**src/rtl/egd_encoder.sv**
```systemverilog
// egd_encoder -- Exp-Golomb (ue(v)/se(v)) encoder and MSB-first bit packer.
//
// Each accepted value is mapped to a codeNum and turned into its codeword
// in the same cycle. The codeword is then appended to a 2*OUT_W-bit
// accumulator. Complete OUT_W-bit words leave on a valid/ready stream with
// the first stream bit in the MSB. A flush pads the pending bits with zeros
// up to a word boundary and tags the final padded word with out_last.
//
// Ports:
//   wb_clk_i    clock; all state changes on the rising edge
//   wb_rst_i    asynchronous active-low reset
//   in_valid    input value valid
//   in_ready    encoder can take a value and/or a flush this cycle
//   in_value    value; unsigned for ue, two's complement for se
//   in_signed   1 = se(v) mapping, 0 = ue(v) mapping
//   flush_i     pad pending bits to a word boundary (qualified by in_ready)
//   out_valid   out_data holds a complete word
//   out_ready   downstream takes the word
//   out_data    packed word, earliest bit in the MSB
//   out_last    final word of a flush
//   code_len_o  length of the most recently accepted codeword
//   busy        bits pending or flush in progress
//   word_cnt    number of words popped, wraps mod 2^16
module egd_encoder #(
  parameter int DATA_W = 8,
  parameter int OUT_W  = 16
) (
  input  logic              wb_clk_i,
  input  logic              wb_rst_i,
  input  logic              in_valid,
  output logic              in_ready,
  input  logic [DATA_W-1:0] in_value,
  input  logic              in_signed,
  input  logic              flush_i,
  output logic              out_valid,
  input  logic              out_ready,
  output logic [OUT_W-1:0]  out_data,
  output logic              out_last,
  output logic [4:0]        code_len_o,
  output logic              busy,
  output logic [15:0]       word_cnt
);

  localparam int ACC_W  = 2 * OUT_W;
  localparam int FILL_W = $clog2(ACC_W + 1);
  localparam int NUM_W  = DATA_W + 2;

  // State
  logic [ACC_W-1:0]  acc;
  logic [FILL_W-1:0] fill;
  logic              flush_pending;

  // Next-state values
  logic [ACC_W-1:0]  acc_nxt;
  logic [FILL_W-1:0] fill_nxt;
  logic              flush_pending_nxt;
  logic [15:0]       word_cnt_nxt;
  logic [4:0]        code_len_nxt;

  // Codeword datapath
  logic [NUM_W-1:0]  value_ext;
  logic              value_pos;
  logic [NUM_W-1:0]  code_num;
  logic [NUM_W-1:0]  code_m;
  logic [4:0]        lead_pos;
  logic [4:0]        code_len;
  logic [FILL_W-1:0] shamt;
  logic [ACC_W-1:0]  code_aligned;

  logic accept;
  logic flush_go;
  logic pop;

  assign in_ready = (fill <= FILL_W'(OUT_W - 1)) && !flush_pending;
  assign accept   = in_valid && in_ready;
  assign flush_go = flush_i && in_ready;
  // out_valid mirrors fill >= OUT_W, so a pop can never coincide with an
  // accept (which needs fill < OUT_W).
  assign pop      = out_valid && out_ready;

  assign out_data = acc[ACC_W-1 -: OUT_W];
  assign busy     = (fill != '0) || flush_pending;

  // codeNum mapping. The two extra bits hold 2*|v| for the most negative
  // se input (-2^(DATA_W-1) maps to 2^DATA_W).
  always_comb begin
    value_ext = in_signed ? {{2{in_value[DATA_W-1]}}, in_value}
                          : {2'b00, in_value};
    value_pos = !in_value[DATA_W-1] && (in_value != '0);
    if (!in_signed)
      code_num = value_ext;
    else if (value_pos)
      code_num = (value_ext << 1) - NUM_W'(1);
    else
      code_num = NUM_W'(0) - (value_ext << 1);
    code_m = code_num + NUM_W'(1);
  end

  // N = floor(log2 M). The codeword is M zero-extended to 2N+1 bits, so the
  // N leading zeros come for free from the alignment shift below.
  always_comb begin
    // NOTE: every variable assigned in always_comb gets a default first so
    // no path leaves it unassigned and no latch is inferred.
    lead_pos = '0;
    for (int i = 0; i < NUM_W; i++) begin
      if (code_m[i]) lead_pos = 5'(i);
    end
    code_len     = (lead_pos << 1) + 5'd1;
    shamt        = FILL_W'(ACC_W) - fill - FILL_W'(code_len);
    code_aligned = ACC_W'(code_m) << shamt;
  end

  always_comb begin
    acc_nxt           = acc;
    fill_nxt          = fill;
    flush_pending_nxt = flush_pending;
    word_cnt_nxt      = word_cnt;
    code_len_nxt      = code_len_o;

    if (accept) begin
      acc_nxt      = acc | code_aligned;
      fill_nxt     = fill + FILL_W'(code_len);
      code_len_nxt = code_len;
    end

    // Round up to a word boundary after any same-cycle append. Fill never
    // exceeds ACC_W, so the result is 0, OUT_W or ACC_W.
    if (flush_go) begin
      if (fill_nxt == '0)
        fill_nxt = '0;
      else if (fill_nxt <= FILL_W'(OUT_W))
        fill_nxt = FILL_W'(OUT_W);
      else
        fill_nxt = FILL_W'(ACC_W);
      flush_pending_nxt = (fill_nxt != '0);
    end

    if (pop) begin
      acc_nxt      = acc << OUT_W;
      fill_nxt     = fill - FILL_W'(OUT_W);
      word_cnt_nxt = word_cnt + 16'd1;
      if (fill_nxt == '0) flush_pending_nxt = 1'b0;
    end
  end

  // NOTE: sequential state uses non-blocking assignments so every register
  // samples the pre-edge values, independent of statement order.
  always_ff @(posedge wb_clk_i or negedge wb_rst_i) begin
    if (!wb_rst_i) begin
      acc           <= '0;
      fill          <= '0;
      flush_pending <= 1'b0;
      out_valid     <= 1'b0;
      out_last      <= 1'b0;
      code_len_o    <= '0;
      word_cnt      <= '0;
    end else begin
      acc           <= acc_nxt;
      fill          <= fill_nxt;
      flush_pending <= flush_pending_nxt;
      out_valid     <= (fill_nxt >= FILL_W'(OUT_W));
      out_last      <= flush_pending_nxt && (fill_nxt == FILL_W'(OUT_W));
      code_len_o    <= code_len_nxt;
      word_cnt      <= word_cnt_nxt;
    end
  end

endmodule

```
**config.mk**
```make
export PLATFORM = sky130hd
export DESIGN_NAME = egd_encoder
export DESIGN_NICKNAME = d
export VERILOG_FILES = /design/src/rtl/egd_encoder.sv
export SDC_FILE = /design/constraint.sdc
export NUM_CORES = 1
export LEC_CHECK = 0
export BUFFER_PORTS_ARGS = -buffer_cell sky130_fd_sc_hd__clkbuf_2
export CAP_MARGIN = 5
export CORE_AREA = 2 2 108 110
export CTS_BUF_LIST = sky130_fd_sc_hd__clkbuf_2
export DETAILED_ROUTE_END_ITERATION = 7
export DIE_AREA = 0 0 110 112
export GPL_TIMING_DRIVEN = 1
export SYNTH_ARGS = -nofsm -noshare
export SYNTH_HDL_FRONTEND = slang
export SYNTH_SLANG_ARGS = --single-unit
```
**constraint.sdc**
```tcl
create_clock -name wb_clk_i -period 3.7 [get_ports wb_clk_i]
set_input_delay 0.37 -clock wb_clk_i [delete_from_list [all_inputs] [get_ports wb_clk_i]]
set_output_delay 0.37 -clock wb_clk_i [all_outputs]
set_load 0.02 [all_outputs]
```
==> flow_summary_export.csv <==
group,metric,value,unit
cts,max-clock-path-buffers,2,
worst_setup_path,worst_ep_required_time,4160,ps
floorplan,floorplan.initialDensity,0.442,
finish,postLayoutCellArea,7520,um^2
yosys,synth_enable_flop_cells,0,
drt,ant_nets,0,
worst_setup_path,setup.worst_path.class,"in2reg",
timing,timing.final.setup_violations,37,
timing,clock_skew_after_layout,20.0,ps
power_and_ir_drop,p_leak,3.28,nW
placement,globalplace.congestion,0.910,
finish,final_layout_fill_cell_count,897,
yosys,yosys.area_share.xor_xnor,0.0641,
timing,report.final.hold_viol_count,0,
worst_setup_path,cp.arrival,4680,ps
yosys,yosysUniqueCellTypes,85,
timing,grt_setup_unrepaired,"yes",
finish,drive_gt1_frac,0.484,
floorplan,core,11200,um^2
drt,post_drt_wl_per_cell,18.1,um
yosys,ys_async_sr_fraction,1.00,
floorplan,floorplan.die.height,112,um
cts,insertion_delay,530,ps
global_route,grt_start_max_net_pins,42,
floorplan,core.rowCount,39,
yosys,synth.area.mux_share,0.0220,
worst_setup_path,reg2reg_from,"fill[4]",
yosys,syn-instance-count,585,
outcome,outcome,"finished with violations",
yosys,synth-warning-count,0,
drt,routed-via-count,5308,
power_and_ir_drop,power.density,853,nW/um^2
drt,post-route-drc-count,0,
yosys,synthesis.area,4940,um^2
yosys,mappedNetlistNets,618,
worst_setup_path,critical_path.endpoint_type,"register",
worst_hold_path,hp-class,"in2reg",
cts,ctsHtreeMaxLevel,3,
yosys,synth_area_per_cell,8.45,um^2
placement,hpwl_detailed,11800,um
yosys,yosysSeqAreaShare,0.314,
yosys,post_synth_and_or_nand_nor_area_fraction,0.233,
placement,io_buffers,54,
global_route,antenna_found_initial,0,
worst_setup_path,crit_fanout,6,
drt,drt_wl_total,16600,um
global_route,via_count_of_the_first_global_routing_pass,5475,
worst_setup_path,cp-startpoint,"in_value[0]",
cts,numClockSinks,62,
worst_hold_path,min_from,"flush_i",
yosys,synthAdderAreaFrac,0.0527,
finish,num_antenna_cells,0,
timing,worst_pin_slew,699,ps
finish,layout.cells.most_common_list,"sky130_fd_sc_hd__buf_4, sky130_fd_sc_hd__dfrtp_1, sky130_fd_sc_hd__clkbuf_2",
finish,final_common_cell,"sky130_fd_sc_hd__buf_4",
drt,route.detailed.vias_per_inst,5.79,
timing,final.min_clock_period,4220,ps
timing,final_min_period_over_clock_period,1.14,
yosys,synth_compound_gate_area_share,0.240,
worst_setup_path,startpoint_type,"primary input",
finish,syn_to_final_growth,52.2,%
timing,slew_viol_final,0,
yosys,synth_top_family_by_area,"compound AO/OA/AOI/OAI gates",
finish,fin_nets,801,
cts,cts_tree,"built",
flow_run,max-cap-violations,0,
floorplan,chipWidth,110,um
global_route,globalRouteTotalUtil,0.274,
cts,numCtsBuffers,9,
outcome,violations,"setup timing",
cts,path_clk_slew,210,ps
worst_setup_path,setup.reg_to_reg.worst_slack,770,ps
yosys,synth-seq-cells,62,
power_and_ir_drop,max-vdd-ir-drop,0.474,mV
drt,detail_route.first_pass.iterations,6,
timing,worst_slack,-521,ps
drt,drt_iter0_markers,268,
floorplan,die_ar,12300,um^2
placement,dpl-instance-area,6490,um^2
timing,fmaxAchievable,237,MHz
yosys,ys_flop_type,"sky130_fd_sc_hd__dfrtp_1",
placement,dp_worst_setup_slack,-1170,ps
global_route,grt_pass1_wl,26500,um
floorplan,ios,55,
global_route,grt.overflow.total,0,
cts,ctsRootBufferMaster,"sky130_fd_sc_hd__clkbuf_2",
timing,max-slew-margin-rel,0.530,
[flip-flops by register name, summed over array words and instances, names as in the netlist]
register       cells
fill               6
word_cnt          16
acc               32
flush_pending      1
out_valid          1
out_last           1
code_len_o         5
[synth_stat cells, drive strengths merged, types with 7 or more instances]
library cell  instances  area share
o21ai                38       0.038
mux2i                 7       0.017
o211ai                8       0.016
nand2b                7      0.0089
nor4                  8       0.010
a21oi                31       0.032
nand3                18       0.019
a211oi               10       0.020
dfrtp                62        0.31
a31oi                14       0.018
inv                  27       0.021
xnor2                23       0.042
o31ai                11       0.018
clkbuf               20       0.015
nor2                 61       0.046
nand4                 7      0.0089
nor3                 24       0.027
ha                   16       0.041
buf                  27       0.038
xor2                  7       0.012
nand2                51       0.039
[final timing paths]
path                            depth (start not counted)      endpoint
min in group asynchronous                               2       acc[31]
worst min-delay path                                    4       fill[1]
max in group asynchronous                               3        acc[5]
worst min register to register                          1  word_cnt[15]
worst max register to register                          9      out_last
worst max-delay path                                   26      out_last
[logic make-up after synthesis]
family | after synthesis
xor gates and xnor gates | 32
DFF | 62
muxes | 9
and+or+nand+nor | 224
AOI/OAI and AO/OA | 164
adders and majority gates | 19
buffers and inverters | 75
[final cells by class]
type | instances | area [um^2] | area share
multi-input cells | 448 | 3850 | 0.511
repair buffers | 219 | 1670 | 0.222
flip-flops and latches | 62 | 1550 | 0.206
well taps | 143 | 179 | 0.0238
inverters | 28 | 125 | 0.0166
clock inverters | 7 | 103 | 0.0136
clock buffers | 9 | 45.0 | 0.00599
[report_power, final]
group	internal [mW]	switching [mW]	leakage, nW	total, mW
clock	0.233	0.298	0.0839	0.532
combinational	2.18	2.73	2.39	4.91
sequential	0.829	0.148	0.811	0.977
total	3.24	3.18	3.28	6.42
[routing by layer]
metal | up-vias | routed length [um] | track usage | part of all wire
li1 | 2501 | - | - | -
met1 | 2575 | 6880 | 0.342 | 0.41
met2 | 188 | 8390 | 0.463 | 0.51
met3 | 44 | 787 | 0.0463 | 0.047
met4 | 0 | 524 | 0.108 | 0.032
met5 | - | 0 | 0 | 0
[stage by stage]
step / std cells / hold slack (ps) / util / power [mW] / setup TNS (ps)
after floorplan: 585 / 74.4 / - / 3.47 / -33960
after global placement: 865 / 425 / 0.581 / 4.63 / -34670
after detailed placement: 865 / 430 / 0.581 / 4.72 / -38260
after CTS: 906 / 225 / 0.649 / 5.94 / -9390
after global routing: 916 / 267 / 0.673 / 6.77 / -21930
final: 916 / 286 / 0.673 / 6.42 / -15660
[worst max-delay path, cell delays in order]
cell and delay (ps):
sky130_fd_sc_hd__buf_8 100, sky130_fd_sc_hd__inv_6 50, sky130_fd_sc_hd__ha_4 120, sky130_fd_sc_hd__nor3b_4 240, sky130_fd_sc_hd__a21oi_2 100, sky130_fd_sc_hd__xnor2_1 190, sky130_fd_sc_hd__a21oi_2 90, sky130_fd_sc_hd__ha_4 190
sky130_fd_sc_hd__or2_4 260, sky130_fd_sc_hd__a221oi_4 310, sky130_fd_sc_hd__nor3_2 90, sky130_fd_sc_hd__and2_1 160, sky130_fd_sc_hd__o21ai_1 120, sky130_fd_sc_hd__a21oi_1 90, sky130_fd_sc_hd__o21ai_2 180, sky130_fd_sc_hd__inv_2 60
sky130_fd_sc_hd__ha_4 160, sky130_fd_sc_hd__buf_6 110, sky130_fd_sc_hd__fa_2 350, sky130_fd_sc_hd__a31oi_4 210, sky130_fd_sc_hd__xnor2_2 130, sky130_fd_sc_hd__o31ai_4 260, sky130_fd_sc_hd__nor3_2 90, sky130_fd_sc_hd__o31ai_2 270
sky130_fd_sc_hd__inv_1 110, sky130_fd_sc_hd__nor4b_2 280
[what timing repair did]
action | in CTS | in global routing
setup buffers | 24 | 13
cloned | 1 | 0
hold buffers | 1 | 0
gates resized for setup | 85 | 48
setup endpoints to repair | 37 | 37
pin swaps | 65 | 63
hold endpoints to repair | 26 | 0
(Power assumes the default switching activity.)
